<file path="src/rtl/ledsuit_pkg.sv">
// Shared LED-suit constants and frame-buffer layout helpers.
package ledsuit_pkg;

    localparam int unsigned NUM_LEDS     = 160;
    localparam int unsigned NUM_CHANNELS = 3;
    localparam int unsigned STRIP_BYTES  = NUM_LEDS * NUM_CHANNELS;
    localparam int unsigned NUM_STRIPS   = 4;
    localparam int unsigned FB_ADDR_W    = 13;

    // First frame-buffer byte owned by strip i; strips are packed back to back.
    function automatic int unsigned strip_base(int unsigned i, int unsigned bytes = STRIP_BYTES);
        return i * bytes;
    endfunction

endpackage

</file>
<file path="src/rtl/rr_arbiter.sv">
// Round-robin arbiter: one-hot grant starting the search at the pointer, pointer register.
module rr_arbiter #(
    parameter int unsigned N = 4
) (
    input  logic         clk,
    input  logic         rst,
    input  logic [N-1:0] i_req,
    input  logic         i_advance,
    output logic [N-1:0] o_grant
);

    localparam int unsigned PTR_W = $clog2(N);

    logic [PTR_W-1:0] r_ptr;
    logic [PTR_W-1:0] w_cand;
    logic [PTR_W-1:0] w_idx;
    logic             w_found;

    // Search from the pointer with wrap; the first active request wins.
    always_comb begin
        w_cand  = '0;
        w_idx   = '0;
        w_found = 1'b0;
        for (int unsigned k = 0; k < N; k++) begin
            w_cand = PTR_W'((32'(r_ptr) + k) % N);
            if (!w_found && i_req[w_cand]) begin
                w_found = 1'b1;
                w_idx   = w_cand;
            end
        end
        // No grants while held in reset.
        if (rst) begin
            w_found = 1'b0;
        end
        o_grant = w_found ? (N'(1) << w_idx) : '0;
    end

    // Pointer moves to just past the granted requester on each accepted grant.
    always_ff @(posedge clk) begin
        if (rst) begin
            r_ptr <= '0;
        end else if (i_advance && w_found) begin
            r_ptr <= (w_idx == PTR_W'(N - 1)) ? '0 : w_idx + 1'b1;
        end
    end

endmodule

</file>
<file path="src/rtl/strip_read_arbiter.sv">
// Shares frame-buffer read port A between strip drivers: arbitration, address
// translation, range check and response routing.
module strip_read_arbiter #(
    parameter int unsigned NUM_STRIPS  = 4,
    parameter int unsigned STRIP_BYTES = 480,
    parameter int unsigned ADDR_W      = 13,
    parameter int unsigned RAM_LATENCY = 1
) (
    input  logic                         clk,
    input  logic                         rst,
    input  logic [NUM_STRIPS-1:0]        req_valid,
    input  logic [NUM_STRIPS*ADDR_W-1:0] req_addr,
    output logic [NUM_STRIPS-1:0]        req_ready,
    output logic [NUM_STRIPS-1:0]        rsp_valid,
    output logic [7:0]                   rsp_data,
    output logic                         rsp_err,
    output logic [ADDR_W-1:0]            mem_addr,
    input  logic [7:0]                   mem_dout
);

    import ledsuit_pkg::*;

    localparam int unsigned DEPTH = RAM_LATENCY + 1;

    if (NUM_STRIPS * STRIP_BYTES > 2 ** ADDR_W) begin : g_bad_size
        $error("strip regions do not fit in the frame-buffer address space");
    end
    if (NUM_STRIPS < 2 || NUM_STRIPS > 8) begin : g_bad_strips
        $error("NUM_STRIPS must be 2..8");
    end
    if (RAM_LATENCY < 1 || RAM_LATENCY > 3) begin : g_bad_latency
        $error("RAM_LATENCY must be 1..3");
    end

    logic [NUM_STRIPS-1:0] w_grant;
    logic                  w_hs;
    logic [ADDR_W-1:0]     w_sel_addr;
    logic [ADDR_W-1:0]     w_sel_base;
    logic [ADDR_W-1:0]     w_next_addr;
    logic                  w_oor;

    logic [ADDR_W-1:0]     r_mem_addr;
    logic [DEPTH-1:0]      r_vld;
    logic [DEPTH-1:0]      r_err;
    logic [NUM_STRIPS-1:0] r_id [DEPTH];

    assign w_hs      = |(req_valid & w_grant);
    assign req_ready = w_grant;

    rr_arbiter #(
        .N(NUM_STRIPS)
    ) u_arb (
        .clk      (clk),
        .rst      (rst),
        .i_req    (req_valid),
        .i_advance(w_hs),
        .o_grant  (w_grant)
    );

    // Pick the granted strip's local index and its region base.
    always_comb begin
        w_sel_addr = '0;
        w_sel_base = '0;
        for (int unsigned i = 0; i < NUM_STRIPS; i++) begin
            if (w_grant[i]) begin
                w_sel_addr = req_addr[i*ADDR_W +: ADDR_W];
                w_sel_base = ADDR_W'(strip_base(i, STRIP_BYTES));
            end
        end
        w_oor       = 32'(w_sel_addr) >= STRIP_BYTES;
        w_next_addr = w_sel_base + w_sel_addr;
    end

    // RAM address register and tag pipeline aligned with the RAM read latency.
    always_ff @(posedge clk) begin
        if (rst) begin
            r_mem_addr <= '0;
            r_vld      <= '0;
            r_err      <= '0;
            for (int unsigned k = 0; k < DEPTH; k++) begin
                r_id[k] <= '0;
            end
        end else begin
            // Out-of-range requests leave the RAM address alone.
            if (w_hs && !w_oor) begin
                r_mem_addr <= w_next_addr;
            end
            r_vld[0] <= w_hs;
            r_err[0] <= w_hs & w_oor;
            r_id[0]  <= w_grant;
            for (int unsigned k = 1; k < DEPTH; k++) begin
                r_vld[k] <= r_vld[k-1];
                r_err[k] <= r_err[k-1];
                r_id[k]  <= r_id[k-1];
            end
        end
    end

    assign mem_addr  = r_mem_addr;
    assign rsp_valid = r_vld[DEPTH-1] ? r_id[DEPTH-1] : '0;
    assign rsp_err   = r_vld[DEPTH-1] & r_err[DEPTH-1];
    assign rsp_data  = (r_vld[DEPTH-1] && !r_err[DEPTH-1]) ? mem_dout : 8'h00;

endmodule

</file>
<file path="config.mk">
export PLATFORM = sky130hd
export DESIGN_NAME = strip_read_arbiter
export DESIGN_NICKNAME = d
export VERILOG_FILES = /design/src/rtl/ledsuit_pkg.sv /design/src/rtl/rr_arbiter.sv /design/src/rtl/strip_read_arbiter.sv
export SDC_FILE = /design/constraint.sdc
export NUM_CORES = 1
export LEC_CHECK = 0
export CAP_MARGIN = 20
export CORE_MARGIN = 2
export CORE_UTILIZATION = 41
export CTS_CLUSTER_SIZE = 25
export DETAILED_ROUTE_END_ITERATION = 12
export HOLD_SLACK_MARGIN = 0.08
export PLACE_DENSITY = 0.8
export SYNTH_ARGS = -nofsm -noshare
export SYNTH_HDL_FRONTEND = slang
export SYNTH_SLANG_ARGS = --single-unit
</file>
<file path="constraint.sdc">
create_clock -name clk -period 4.6 [get_ports clk]
set_clock_uncertainty 0.15 [all_clocks]
set_input_delay 0.69 -clock clk [delete_from_list [all_inputs] [get_ports clk]]
set_output_delay 0.69 -clock clk [all_outputs]
set_load 0.005 [all_outputs]
</file>
* After elaboration in Yosys (flattened, before gate mapping)
Memory sizes are Yosys's and may differ from the RTL's.
Index checks and enable logic that the tools add are counted.
W data, S select, Z words.
** Storage, ports and cells
- Bits in registers :: 19
- Memory bits (writable) :: 8
- Bits of input ports :: 66
- Output and inout bits :: 30
- Word-level logic and storage cells :: 67
- Memories :: 1
** Cells by class
- Add/sub/neg operators :: 5
- Magnitude comparators :: 5
- Shift operators :: 1
- Multiplexer cells :: 33
- Reduce and logical (&&, ||, !) cells :: 12
- Bitwise gates (word level) :: 5
- Equal/unequal tests :: 1
** Memory list
- r_id :: words 2, width 4, rd ports 2, clocked after memory_dff 0, write ports 2, RTL line strip_read_arbiter.sv:45 : logic [NUM_STRIPS-1:0] r_id [DEPTH];
** Operator list (count)
- $mux W13 :: 6
- $mux W4 :: 4
- $add A13 B13 Y13 :: 1
- $ge A13 B9 Y1 const B :: 1
- $lt A2 B3 Y1 const B :: 4
- $mux W1 :: 12
- $mux W2 :: 5
- $mux W9 :: 1
- $bmux W1 S2 :: 4
- $mux W8 :: 1
- $logic_and A1 B1 Y1 :: 6
- $logic_not A1 Y1 :: 5
- $add A2 B1 Y2 const B :: 2
- $add A2 B2 Y2 const B :: 2
- $and A4 B4 Y4 :: 1
- $reduce_or A4 Y1 :: 1
- $shl A1 B2 Y4 const A :: 1
- $and A1 B1 Y1 :: 2
- $eq A2 B2 Y1 const B :: 1
- $or A1 B1 Y1 :: 2

* Logic depth before layout (Yosys ltp)
- Word-level depth :: 21
- Gate-level depth with buffers :: 20

* Modules after synthesis
Synthesis repeated with hierarchy kept, for this count alone.
** Unflattened totals
- Cells, all modules :: 247
- Area total of the unflattened synthesis :: 2003.2 um2
** By module, submodules not included
- strip_read_arbiter :: times used 1, sequential area each 500.5 um2, area each 1726.7 um2, cells each 214
- rr_arbiter :: times used 1, sequential area each 40.0 um2, area each 276.5 um2, cells each 33

* Worst setup path before layout
Ideal clock, no wire load.
- Path type :: in2reg
- Start point :: in req_valid[0]
- End point :: reg r_mem_addr[11] (netlist: mem_addr[11])
- Cell stages on the path :: 20
- Arrival :: 3.392 ns
- Path slack :: 0.936 ns
- Cell sequence :: inv_1 nor2_1 a21oi_1 o221ai_1 inv_1 ha_1 buf_6 nand3b_1 a2bb2oi_1 nand2_1 a21oi_1 ha_1 inv_1 fa_1 nor2b_1 nor3_1 o21bai_1 a21oi_1 xnor2_1 o21ai_1
** Between the ends
- Cells in the longest elaborated chain, start to end :: 21
- Elaborated cells on any way between the ends :: 38
** RTL lines
- start, declared :: RTL line strip_read_arbiter.sv:11 : input logic [NUM_STRIPS-1:0] req_valid,
- $bmux W1 S2 :: RTL line rr_arbiter.sv:26 : if (!w_found && i_req[w_cand]) begin
- $mux W1 (not written as such) :: RTL line rr_arbiter.sv:26
- $mux W1 :: RTL line rr_arbiter.sv:26
- $logic_not A1 Y1 :: RTL line rr_arbiter.sv:26
- $logic_and A1 B1 Y1 :: RTL line rr_arbiter.sv:26
- $mux W1 :: RTL line rr_arbiter.sv:26
- $logic_not A1 Y1 :: RTL line rr_arbiter.sv:26
- $logic_and A1 B1 Y1 :: RTL line rr_arbiter.sv:26
- [... 2 more ...]
- $logic_and A1 B1 Y1 :: RTL line rr_arbiter.sv:26
- $mux W2 or $mux W1 (tied branches) :: RTL line rr_arbiter.sv:26
- $shl A1 B2 Y4 or $mux W1 (tied branches) :: RTL line rr_arbiter.sv:35, rr_arbiter.sv:32
- $mux W4 :: RTL line rr_arbiter.sv:35 : o_grant = w_found ? (N'(1) << w_idx) : '0;
- $mux W13 (4 in series) :: RTL line strip_read_arbiter.sv:65 : if (w_grant[i]) begin
- $ge A13 B9 Y1 :: RTL line strip_read_arbiter.sv:70 : w_oor = 32'(w_sel_addr) >= STRIP_BYTES;
- $logic_not A1 Y1 :: RTL line strip_read_arbiter.sv:85 : if (w_hs && !w_oor) begin
- $logic_and A1 B1 Y1 :: RTL line strip_read_arbiter.sv:85
- end signal, assigned :: RTL line strip_read_arbiter.sv:86 : r_mem_addr <= w_next_addr;
- end, declared :: RTL line strip_read_arbiter.sv:42 : logic [ADDR_W-1:0] r_mem_addr;
Several ways; a longest one is shown, not always the timed one. The select of a mux whose other input is x is not followed.
A chain may end at the register's enable or synchronous reset.

* Final worst setup path
- Start point :: in req_valid[1]
- End point :: out req_ready[3]
** Between the ends
- Cells in the longest elaborated chain, start to end :: 14
- Elaborated cells on any way between the ends :: 25
** RTL lines
- $bmux W1 S2 :: RTL line rr_arbiter.sv:26
- $mux W1 (not written as such) :: RTL line rr_arbiter.sv:26
- $mux W1 :: RTL line rr_arbiter.sv:26
- $logic_not A1 Y1 :: RTL line rr_arbiter.sv:26
- $logic_and A1 B1 Y1 :: RTL line rr_arbiter.sv:26
- $mux W1 :: RTL line rr_arbiter.sv:26
- $logic_not A1 Y1 :: RTL line rr_arbiter.sv:26
- $logic_and A1 B1 Y1 :: RTL line rr_arbiter.sv:26
- $mux W1 :: RTL line rr_arbiter.sv:26
- $logic_not A1 Y1 :: RTL line rr_arbiter.sv:26
- $logic_and A1 B1 Y1 :: RTL line rr_arbiter.sv:26
- $mux W2 or $mux W1 (tied branches) :: RTL line rr_arbiter.sv:26
- $shl A1 B2 Y4 or $mux W1 (tied branches) :: RTL line rr_arbiter.sv:35, rr_arbiter.sv:32
- $mux W4 (*) :: RTL line rr_arbiter.sv:35
- end, declared :: RTL line strip_read_arbiter.sv:13 : output logic [NUM_STRIPS-1:0] req_ready,
Every way passes the cells marked *; elsewhere a longest branch is shown, timed or not. The select of a mux whose other input is x is not followed.

==> impl_metrics.json <==
{
  "num_rows": 25,
  "synth.most_common_cell": "dfxtp_1",
  "fin_crit_ns": 4.17,
  "synthArstFlopShare_pct": 0,
  "reg2reg_slack_ns": 1.10,
  "ys_seq_area_share_pct": 26.8,
  "p_per_area_nw_per_um2": 350,
  "setup_viol": 0,
  "hold_path_class": "reg2reg",
  "yosys_register_bits": 27,
  "final_nets": 428,
  "drtPass1Iterations": 4,
  "grt_pass1_wl_um": 9050,
  "synth.distinct_cells": 53,
  "die_x_um": 74.1,
  "fp.dieH_um": 74.1,
  "grtUsageTotal_pct": 20.9,
  "synth_area_per_cell_um2": 7.88,
  "vias": 2132,
  "timing.rr.end": "mem_addr[11]",
  "critPathSlowestCell": "clkdlybuf4s50_1",
  "drtAntennaViolNets": 0,
  "critical_path_class": "in2out",
  "cp.required_ns": 3.76,
  "rsz0062_at_grt": "no",
  "final.setup.tns_ns": 0,
  "holdPathEnd": "r_id[0][6]",
  "synthTopCellsByArea": "dfxtp_1 27%, ha_1 6.2%, nor2b_1 6.2%",
  "die_area_um2": 5500,
  "setup_ws_ns": 0.426,
  "drive_above_1_share_pct": 6.57,
  "drt_iter0_drc": 125,
  "power.leakage_nw": 1.15,
  "grt-ovfl-total": 0,
  "wire_per_inst_um": 13.6,
  "io_pins": 96,
  "worst_pin_slew_ns": 0.636,
  "cp-end-kind": "primary output",
  "dp_hpwl_um": 4560,
  "timing.slew.headroom_pct": 57.3,
  "io_buffers": 95,
  "min_path_cells": 1,
  "syn-num-nets": 333,
  "yosys.area.top_type_share_pct": 26.8,
  "fill_cells": 420,
  "clkSinkCount": 27,
  "clockBufferDepth": 2,
  "ys_warn_count": 0,
  "syn_inst": 256,
  "crit_chain": "clkdlybuf4s50_1, inv_1, a21oi_1, o221ai_1, inv_1, ha_1, inv_1, nor2_1, clkdlybuf4s50_1",
  "synth-edff-count": 0,
  "path_buf_inv": 5,
  "irDropWorstVdd_mv": 0.196,
  "gp_congestion": 0.989,
  "grt_pass1_vias": 2052,
  "clock_latency_ns": 0.27,
  "cts_root_buf": "clkbuf_8",
  "reg2reg_depth": 16,
  "cp-start-kind": "input port",
  "timing.rr.start": "u_arb.r_ptr[0]",
  "cp_common_cell": "inv_1",
  "critical_path.top_delay_family": "buffers and inverters",
  "grt_max_degree": 27,
  "h-tree-depth": 1,
  "status": "finished, final reports clean",
  "cts_tree": "yes",
  "synth_common_cells": "27 x dfxtp_1, 24 x nor2_1, 21 x a21oi_1, 20 x nor2b_1, 19 x and2_1",
  "fin_crit_sh_pct": 90.7,
  "synth_ff_type": "dfxtp_1",
  "core_area_um2": 4720,
  "antenna_found_initial": 0,
  "viasPerCell": 5.11,
  "path_clk_slew_ns": 0.08,
  "crit_path_max_incr_delay_ns": 0.58,
  "antenna_cells": 0,
  "wirelength_um": 5670,
  "hold_violations": 0,
  "maxSlewViolCount": 0,
  "worstHoldStart": "r_id[0][2]",
  "initial_core_util_pct": 42.7,
  "fin_hold_ws_ns": 0.292,
  "max_clock_freq_ghz": 0.240,
  "area_growth_syn_to_layout_pct": 52.8,
  "max_cap_violations": 0,
  "drc_errors": 0,
  "dp_slack_ns": 0.0778,
  "numCtsBuffers": 3,
  "yosysTopAreaCell": "dfxtp_1",
  "cp_max_fo": 15,
  "syn_area_um2": 2020,
  "crit_arrival_ns": 3.33
}
-- report_power, final --
| part | internal, mW | leakage (nW) | switching (mW) | total (mW) |
|---|---|---|---|---|
| Sequential | 0.268 | 0.220 | 0.0170 | 0.285 |
| Clock | 0.0620 | 0.0228 | 0.0690 | 0.131 |
| Combinational | 0.320 | 0.909 | 0.344 | 0.664 |
-- metal layers --
layer  up-vias  wire length (um)  global-route usage, %
met3         9               455                   3.79
met1       934              2420                   25.0
met4         0                81                   6.06
li1       1094                 -                      -
met5         -                 0                      0
met2        95              2720                   38.1
-- cells by family (layout without fill, tap and decap cells) --
group,Yosys count,in the layout,synth area share [%]
mux,2,2,1.24
xor+xnor,3,3,1.30
simple gates,106,106,29.8
fa+ha+maj,11,11,7.20
compound gates,78,78,26.5
flops,27,27,26.8
buf+inv,29,123,7.20
-- worst max path at each step --
stage                     slack, ns         start      endpoint  cells past startpoint
after floorplan                0.94  req_valid[0]  mem_addr[11]                     20
after global placement         0.23  req_valid[2]  mem_addr[11]                     19
after detailed placement       0.08  req_valid[2]  mem_addr[11]                     19
after CTS                      0.36  req_valid[2]  mem_addr[11]                     19
after global routing           0.05  req_valid[0]  mem_addr[11]                     19
final                          0.43  req_valid[1]  req_ready[3]                      9
-- state kept, by name (all words and copies together) (netlist names) --
name / cells
mem_addr: 13
r_id: 8
r_err: 2
r_vld: 2
u_arb.r_ptr: 2
-- cells in the final DEF (no fill, tap or decap), types with 2 or more instances in the layout --
master           netlist  final
a211oi_1               4      4
a21oi_1               21     21
a221oi_1               6      6
a22oi_1                3      3
a2bb2oi_1              3      3
and2_1                19     19
buf_4                  3     10
clkbuf_8               0      3
clkdlybuf4s50_1        0     95
dfxtp_1               27     27
ha_1                  10      9
inv_1                 14     14
nand2_1               13     13
nand2b_1               3      3
nand3_1                2      2
nand3b_1               5      5
nor2_1                24     24
nor2b_1               20     20
nor3_1                 9      9
nor3b_1                3      3
o21a_1                 2      2
o21ai_0               17     17
o21ai_1                3      3
o31ai_1                5      5
xnor2_1                2      2
-- per-stage QoR --
stage	util, %	cells	instance area [um^2]	total power, mW
5_1_grt	65.2	417	3080	1.17
2_1_floorplan	-	256	2020	0.737
3_3_place_gp	64.2	413	3030	0.938
4_1_cts	65.2	417	3080	1.08
6_report	65.2	417	3080	1.08
3_5_place_dp	64.2	413	3030	0.952
-- cell type report --
class                           count  area, um^2  area share [%]
Inverter                           14        52.6            1.71
Sequential cell                    27         541            17.5
Clock buffer                        4        45.0            1.46
Tap cell                           67        83.8            2.72
Timing Repair Buffer              105        1030            33.3
Multi-Input combinational cell    200        1330            43.3
-- what timing repair did --
action | in CTS | in global routing
setup buffers | 0 | 0
gates resized for setup | 0 | 1
setup endpoints to repair | 0 | 1
hold buffers | 0 | 0
Power figures use the tool's default switching activity.
